[src/rtl/mem_pkg.sv]
// Shared encodings for the memory-access pipeline stage: access sizes,
// result-source selects and the bus handshake state machine states.
package mem_pkg;

   localparam logic [2:0] F3_B  = 3'b000;
   localparam logic [2:0] F3_H  = 3'b001;
   localparam logic [2:0] F3_W  = 3'b010;
   localparam logic [2:0] F3_BU = 3'b100;
   localparam logic [2:0] F3_HU = 3'b101;

   localparam logic [1:0] RS_ALU  = 2'b00;
   localparam logic [1:0] RS_LOAD = 2'b01;
   localparam logic [1:0] RS_PC4  = 2'b10;

   typedef enum logic {IDLE, WAIT} mem_state_t;

   typedef enum logic [1:0] {SZ_BYTE, SZ_HALF, SZ_WORD} access_size_t;

   // Unknown size codes fall back to a full word access.
   function automatic access_size_t size_of(input logic [2:0] funct3);
      case (funct3)
         F3_B, F3_BU: size_of = SZ_BYTE;
         F3_H, F3_HU: size_of = SZ_HALF;
         F3_W:        size_of = SZ_WORD;
         default:     size_of = SZ_WORD;
      endcase
   endfunction

endpackage

[src/rtl/mem_load_align.sv]
// Picks the addressed byte/halfword out of a bus read word and sign- or
// zero-extends it to 32 bits according to the load type.
module mem_load_align
   import mem_pkg::*;
(
   input  logic [31:0] rdata,
   input  logic [1:0]  addr,
   input  logic [2:0]  funct3,
   output logic [31:0] value
);

   logic [7:0]  byte_sel;
   logic [15:0] half_sel;

   always_comb begin
      byte_sel = rdata[7:0];
      case (addr)
         2'd0: byte_sel = rdata[7:0];
         2'd1: byte_sel = rdata[15:8];
         2'd2: byte_sel = rdata[23:16];
         2'd3: byte_sel = rdata[31:24];
         default: byte_sel = rdata[7:0];
      endcase
      half_sel = addr[1] ? rdata[31:16] : rdata[15:0];

      case (funct3)
         F3_B:    value = {{24{byte_sel[7]}}, byte_sel};
         F3_BU:   value = {24'd0, byte_sel};
         F3_H:    value = {{16{half_sel[15]}}, half_sel};
         F3_HU:   value = {16'd0, half_sel};
         default: value = rdata;
      endcase
   end

endmodule

[src/rtl/mem_access_stage.sv]
// Memory pipeline stage: issues loads/stores on a ready-based bus, stalls the
// upstream pipeline while an access is outstanding, and registers writeback.
module mem_access_stage
   import mem_pkg::*;
#(
   parameter int MAX_WAIT = 255
)
(
   input  logic        clk,
   input  logic        reset,
   input  logic [31:0] DR,
   input  logic [4:0]  DR_num,
   input  logic [31:0] WriteData,
   input  logic [31:0] PC_plus_4,
   input  logic [2:0]  Funct3,
   input  logic [1:0]  ResultSrc,
   input  logic        MemWrite,
   input  logic        RegWrite,
   output logic        mem_req,
   output logic        mem_we,
   output logic [31:0] mem_addr,
   output logic [31:0] mem_wdata,
   output logic [3:0]  mem_be,
   input  logic        mem_ready,
   input  logic [31:0] mem_rdata,
   output logic        stall,
   output logic [31:0] ALUResData,
   output logic [31:0] DataReadData,
   output logic [31:0] WB_Result,
   output logic [4:0]  WB_RD_num,
   output logic        WB_RegWrite,
   output logic        misalign_err,
   output logic        bus_err
);

   localparam logic [7:0] MAX_WAIT_CNT = 8'(MAX_WAIT);

   mem_state_t   state, state_next;
   access_size_t size;
   logic [7:0]   wait_cnt, wait_cnt_next;
   logic         is_store, is_load, is_mem, aligned, misaligned, abandon;
   logic [31:0]  load_value, wb_value;

   // A load that also asserts MemWrite is handled purely as a store.
   assign is_store   = MemWrite;
   assign is_load    = (ResultSrc == RS_LOAD) & ~MemWrite;
   assign is_mem     = is_load | is_store;
   assign size       = size_of(Funct3);
   assign misaligned = is_mem & ~aligned;

   always_comb begin
      aligned = 1'b1;
      case (size)
         SZ_HALF: aligned = ~DR[0];
         SZ_WORD: aligned = (DR[1:0] == 2'b00);
         default: aligned = 1'b1;
      endcase
   end

   // Request/wait sequencing; a ready in the last tolerated cycle still wins.
   always_comb begin
      state_next    = state;
      wait_cnt_next = wait_cnt;
      mem_req       = 1'b0;
      abandon       = 1'b0;
      case (state)
         IDLE: begin
            if (is_mem & aligned) begin
               mem_req = 1'b1;
               if (!mem_ready) begin
                  state_next    = WAIT;
                  wait_cnt_next = 8'd1;
               end
            end
         end
         WAIT: begin
            mem_req = 1'b1;
            if (mem_ready) begin
               state_next    = IDLE;
               wait_cnt_next = 8'd0;
            end else if (wait_cnt == MAX_WAIT_CNT) begin
               abandon       = 1'b1;
               state_next    = IDLE;
               wait_cnt_next = 8'd0;
            end else begin
               wait_cnt_next = wait_cnt + 8'd1;
            end
         end
         default: begin
            state_next    = IDLE;
            wait_cnt_next = 8'd0;
         end
      endcase
      if (reset) begin
         mem_req = 1'b0;
      end
   end

   assign stall = mem_req & ~mem_ready & ~abandon;

   // Sub-word stores replicate the data across lanes; enables pick the lanes.
   always_comb begin
      mem_we    = is_store;
      mem_addr  = {DR[31:2], 2'b00};
      mem_wdata = WriteData;
      mem_be    = 4'b1111;
      case (size)
         SZ_BYTE: begin
            mem_wdata = {4{WriteData[7:0]}};
            mem_be    = 4'b0001 << DR[1:0];
         end
         SZ_HALF: begin
            mem_wdata = {2{WriteData[15:0]}};
            mem_be    = 4'b0011 << DR[1:0];
         end
         default: begin
            mem_wdata = WriteData;
            mem_be    = 4'b1111;
         end
      endcase
      if (!is_store) begin
         mem_be = 4'b1111;
      end
   end

   mem_load_align u_load_align (
      .rdata  (mem_rdata),
      .addr   (DR[1:0]),
      .funct3 (Funct3),
      .value  (load_value)
   );

   always_comb begin
      case (ResultSrc)
         RS_LOAD: wb_value = is_load ? load_value : DR;
         RS_PC4:  wb_value = PC_plus_4;
         RS_ALU:  wb_value = DR;
         default: wb_value = DR;
      endcase
   end

   // Stalled cycles retire a bubble; errors retire without a register write.
   always_ff @(posedge clk) begin
      if (reset) begin
         state        <= IDLE;
         wait_cnt     <= 8'd0;
         WB_Result    <= 32'd0;
         WB_RD_num    <= 5'd0;
         WB_RegWrite  <= 1'b0;
         misalign_err <= 1'b0;
         bus_err      <= 1'b0;
      end else begin
         state        <= state_next;
         wait_cnt     <= wait_cnt_next;
         misalign_err <= (state == IDLE) & misaligned;
         bus_err      <= abandon;
         if (stall) begin
            WB_RegWrite <= 1'b0;
         end else begin
            WB_Result   <= wb_value;
            WB_RD_num   <= DR_num;
            WB_RegWrite <= RegWrite & ~is_store & ~abandon
                           & ~((state == IDLE) & misaligned);
         end
      end
   end

   assign ALUResData   = DR;
   assign DataReadData = WB_Result;

endmodule

[config.mk]
export PLATFORM = sky130hd
export DESIGN_NAME = mem_access_stage
export DESIGN_NICKNAME = d
export VERILOG_FILES = /design/src/rtl/mem_pkg.sv /design/src/rtl/mem_load_align.sv /design/src/rtl/mem_access_stage.sv
export SDC_FILE = /design/constraint.sdc
export NUM_CORES = 1
export LEC_CHECK = 0
export ABC_AREA = 1
export ABC_CLOCK_PERIOD_IN_PS = 3800
export BUFFER_PORTS_ARGS = -buffer_cell sky130_fd_sc_hd__buf_2
export CELL_PAD_IN_SITES_DETAIL_PLACEMENT = 2
export CELL_PAD_IN_SITES_GLOBAL_PLACEMENT = 2
export CORE_MARGIN = 2
export CORE_UTILIZATION = 21
export DETAILED_ROUTE_END_ITERATION = 16
export GPL_ROUTABILITY_DRIVEN = 0
export PLACE_DENSITY = 0.95
export SLEW_MARGIN = 15
export SYNTH_ARGS = -nofsm -noshare
export SYNTH_HDL_FRONTEND = slang
export SYNTH_SLANG_ARGS = --single-unit
[constraint.sdc]
create_clock -name clk -period 3.8 [get_ports clk]
set_input_delay 0 -clock clk [delete_from_list [all_inputs] [get_ports clk]]
set_output_delay 0 -clock clk [all_outputs]
set_load 0.02 [all_outputs]
==> impl_metrics.tcl <==
set metrics [dict create \
    ys_top_cells_by_area "dfxtp_1, buf_4, nand2_1" \
    path_clk_slew_ns 0.08 \
    yosys.area.top_type_share 0.2223 \
    status "completed" \
    port_buffers 315 \
    postCtsSetupBuffers 0 \
    via_count 5513 \
    drt-pass1-iter-count 6 \
    crit_start "Funct3[1]" \
    grt_use_total 0.2005 \
    maxSlewViolCount 0 \
    fmax_ghz 0.4110 \
    routed_wl_mm 22.64 \
    die_area_sq_um 22180 \
    ys_seq_elements 49 \
    grt_first_pass_wirelength_mm 34.11 \
    cp_slowest_cell "inv_1" \
    grt_overflow 0 \
    dp_cells 1161 \
    layout_common_cells "buf_2, nand2_1, o21ai_0" \
    cts_tree "yes" \
    clkPwrFrac 0.268 \
    hold_viol_final 0 \
    critical_path.cell_chain "buf_2, buf_4, inv_1, nand2_1, a21oi_1, nand2_1, nand3_4, nand2_1, nand2_1, o21ai_0, a21oi_1" \
    crit_family "simple AND/OR/NAND/NOR gates" \
    layout-drive-gt1-share 0.3896 \
    critPathLaunchType "input pin" \
    grt_max_degree 65 \
    drc_errors 0 \
    ys_async_sr_fraction 0 \
    clock_sinks 49 \
    p_seq_frac 0.322 \
    antenna_found_initial 8 \
    path_max_fanout 29 \
    hp-class "in -> reg" \
    cp-end-kind "register" \
    synth.cell_area_sq_um 4412 \
    synth_seq_area_share 0.2223 \
    root_buffer "clkbuf_16" \
    dp_slack_ns 1.096 \
    vias_per_cell 4.668 \
    pwr_density_cell_nw_per_um2 326.1 \
    ir_drop_mv 0.1521 \
    ys_types 36 \
    fin_crit_sh 0.6403 \
    start_util 0.2119 \
    grt_pass1_vias 5888 \
    tightestPinTransition_ns 1.114 \
    clkLatencyLatePin_ns 0.32 \
    internal_power_mw 1.053 \
    clk_path_buf_depth 2 \
    min_period_ns 2.433 \
    required_ns 4.03 \
    max_stage_delay_ns 0.66 \
    skew_ns 0.009642 \
    die_h_microns 148.9 \
    cts_hold_buf 7 \
    ioPinCount 318 \
    final_common_cell "buf_2" \
    core_area_sq_um 20820 \
    syn2layout_area_growth_pct 27.79 \
    fp-row-count 53 \
    setup_violations 0 \
    fin_cells 1181 \
    p_comb_frac 0.410 \
    power.leakage_nw 2.976 \
    synth-edff-count 0 \
    setup_ws_ns 1.367 \
    worstHoldStart "DR[7]" \
    yosysTopAreaCell "dfxtp_1" \
    die_x_microns 148.9 \
    p_sw_mw 0.7856 \
    fin_tns_setup_ns 0 \
    ys.warnings.count 0 \
    place_hpwl_mm 17.95 \
    rsz0062_at_grt "no" \
    routedWlPerCell_microns 19.17 \
    cts_resized 0 \
    syn_area_per_cell_sq_um 6.258 \
    first_iter_violations 210 \
    critical_path_class "in -> reg" \
    r2r-start "wait_cnt[0]" \
    p_total_mw 1.839 \
    max-cap-violations 0 \
    relSlewSlack 0.2575 \
    p_sw_frac 0.4273 \
    synthFlopType "dfxtp_1" \
    final_antenna_net_count 0 \
    synth_cells 705 \
    arrival_ns 2.67 \
    htreeDepth 2 \
    worst-path-buf-inv 3 \
    crit_top_cell "nand2_1" \
    cts_buffers 5 \
    nNetsFinal 1046 \
]
## final cells by class
cell class	count	area, sq um
clock inverter	3	26.28
tap	275	344.1
clock buffer	5	125.1
multi-input combinational	460	2240
timing repair buffer	330	1707
fill	2628	15180
sequential	49	980.9
antenna	5	12.51
inverter	54	202.7
## metrics by stage
stage / instance area (sq um) / util / hold slack, ns
floorplan: 4415 / - / 0.07844
global placement: 5404 / 0.2595 / 0.2242
detailed placement: 5404 / 0.2595 / 0.2397
CTS: 5625 / 0.2702 / 0.01485
global route: 5630 / 0.2704 / 0.02788
finish: 5638 / 0.2708 / 0.01257
## metal layers
metal  vias to the layer above  share of wire  GRT usage
met5                         -         0.0019          0
met4                         6         0.0078    0.03762
met3                        19          0.051    0.03976
met2                       178           0.52     0.3675
met1                      2688           0.42     0.2434
li1                       2622              -          -
## sequential cells by signal (all words and copies together), names as in the netlist
name and count:
DataReadData 32, wait_cnt 8, WB_RD_num 5, WB_RegWrite 1
bus_err 1, misalign_err 1, state 1
## power groups by stage
stage	Combinational, mW	Clock, mW	Sequential, mW
5_1_grt	0.826	0.533	0.599
6_report	0.754	0.493	0.592
3_5_place_dp	0.751	0	0.603
4_1_cts	0.762	0.511	0.592
3_3_place_gp	0.727	0	0.601
2_1_floorplan	0.480	0	0.645
## synth_stat cells, types with 3 or more instances
library cell  number
ha_1               3
dfxtp_1           49
nand2_2            3
nand3_1           11
o21ai_0           84
buf_2             10
clkbuf_1          20
buf_6              6
nand2_1          157
nor2_1            64
a21oi_1           56
buf_4            106
or2_2              5
a221oi_1          22
nor3_1             4
o211ai_1          11
inv_2              4
nand4_1            3
o21ai_1           16
inv_1             50
## worst register-to-register path, cell delays in order, from the launching register on
cell and delay, ns:
dfxtp_1 0.40, ha_1 0.24, nand3_2 0.11, nor2_2 0.13, nand3_1 0.12, nor2_2 0.18, nand2_2 0.11, nand3_2 0.10
buf_4 0.55, o21ai_0 0.22, a21oi_1 0.16
## kinds of logic (layout without fill, tap and decap cells)
kind of cell,count (synthesis),in the layout,share of synthesized area
other,1,7,0.0008500
buffers and inverters,197,392,0.2708
adder cells (fa/ha/maj),3,3,0.008509
AO/OA/AOI/OAI,198,198,0.2550
flip-flops,49,49,0.2223
AND/OR/NAND/NOR,256,256,0.2405
XOR/XNOR,1,1,0.001986
## worst paths after layout
path              slack [ns]          endpoint  cells after the start
hold / removal          0.01   DataReadData[7]                      3
setup reg to reg        1.40  DataReadData[22]                     10
hold reg to reg         0.48       wait_cnt[7]                      2
setup / recovery        1.37  DataReadData[25]                     11
Note: power is estimated with default switching activity, not from simulation.
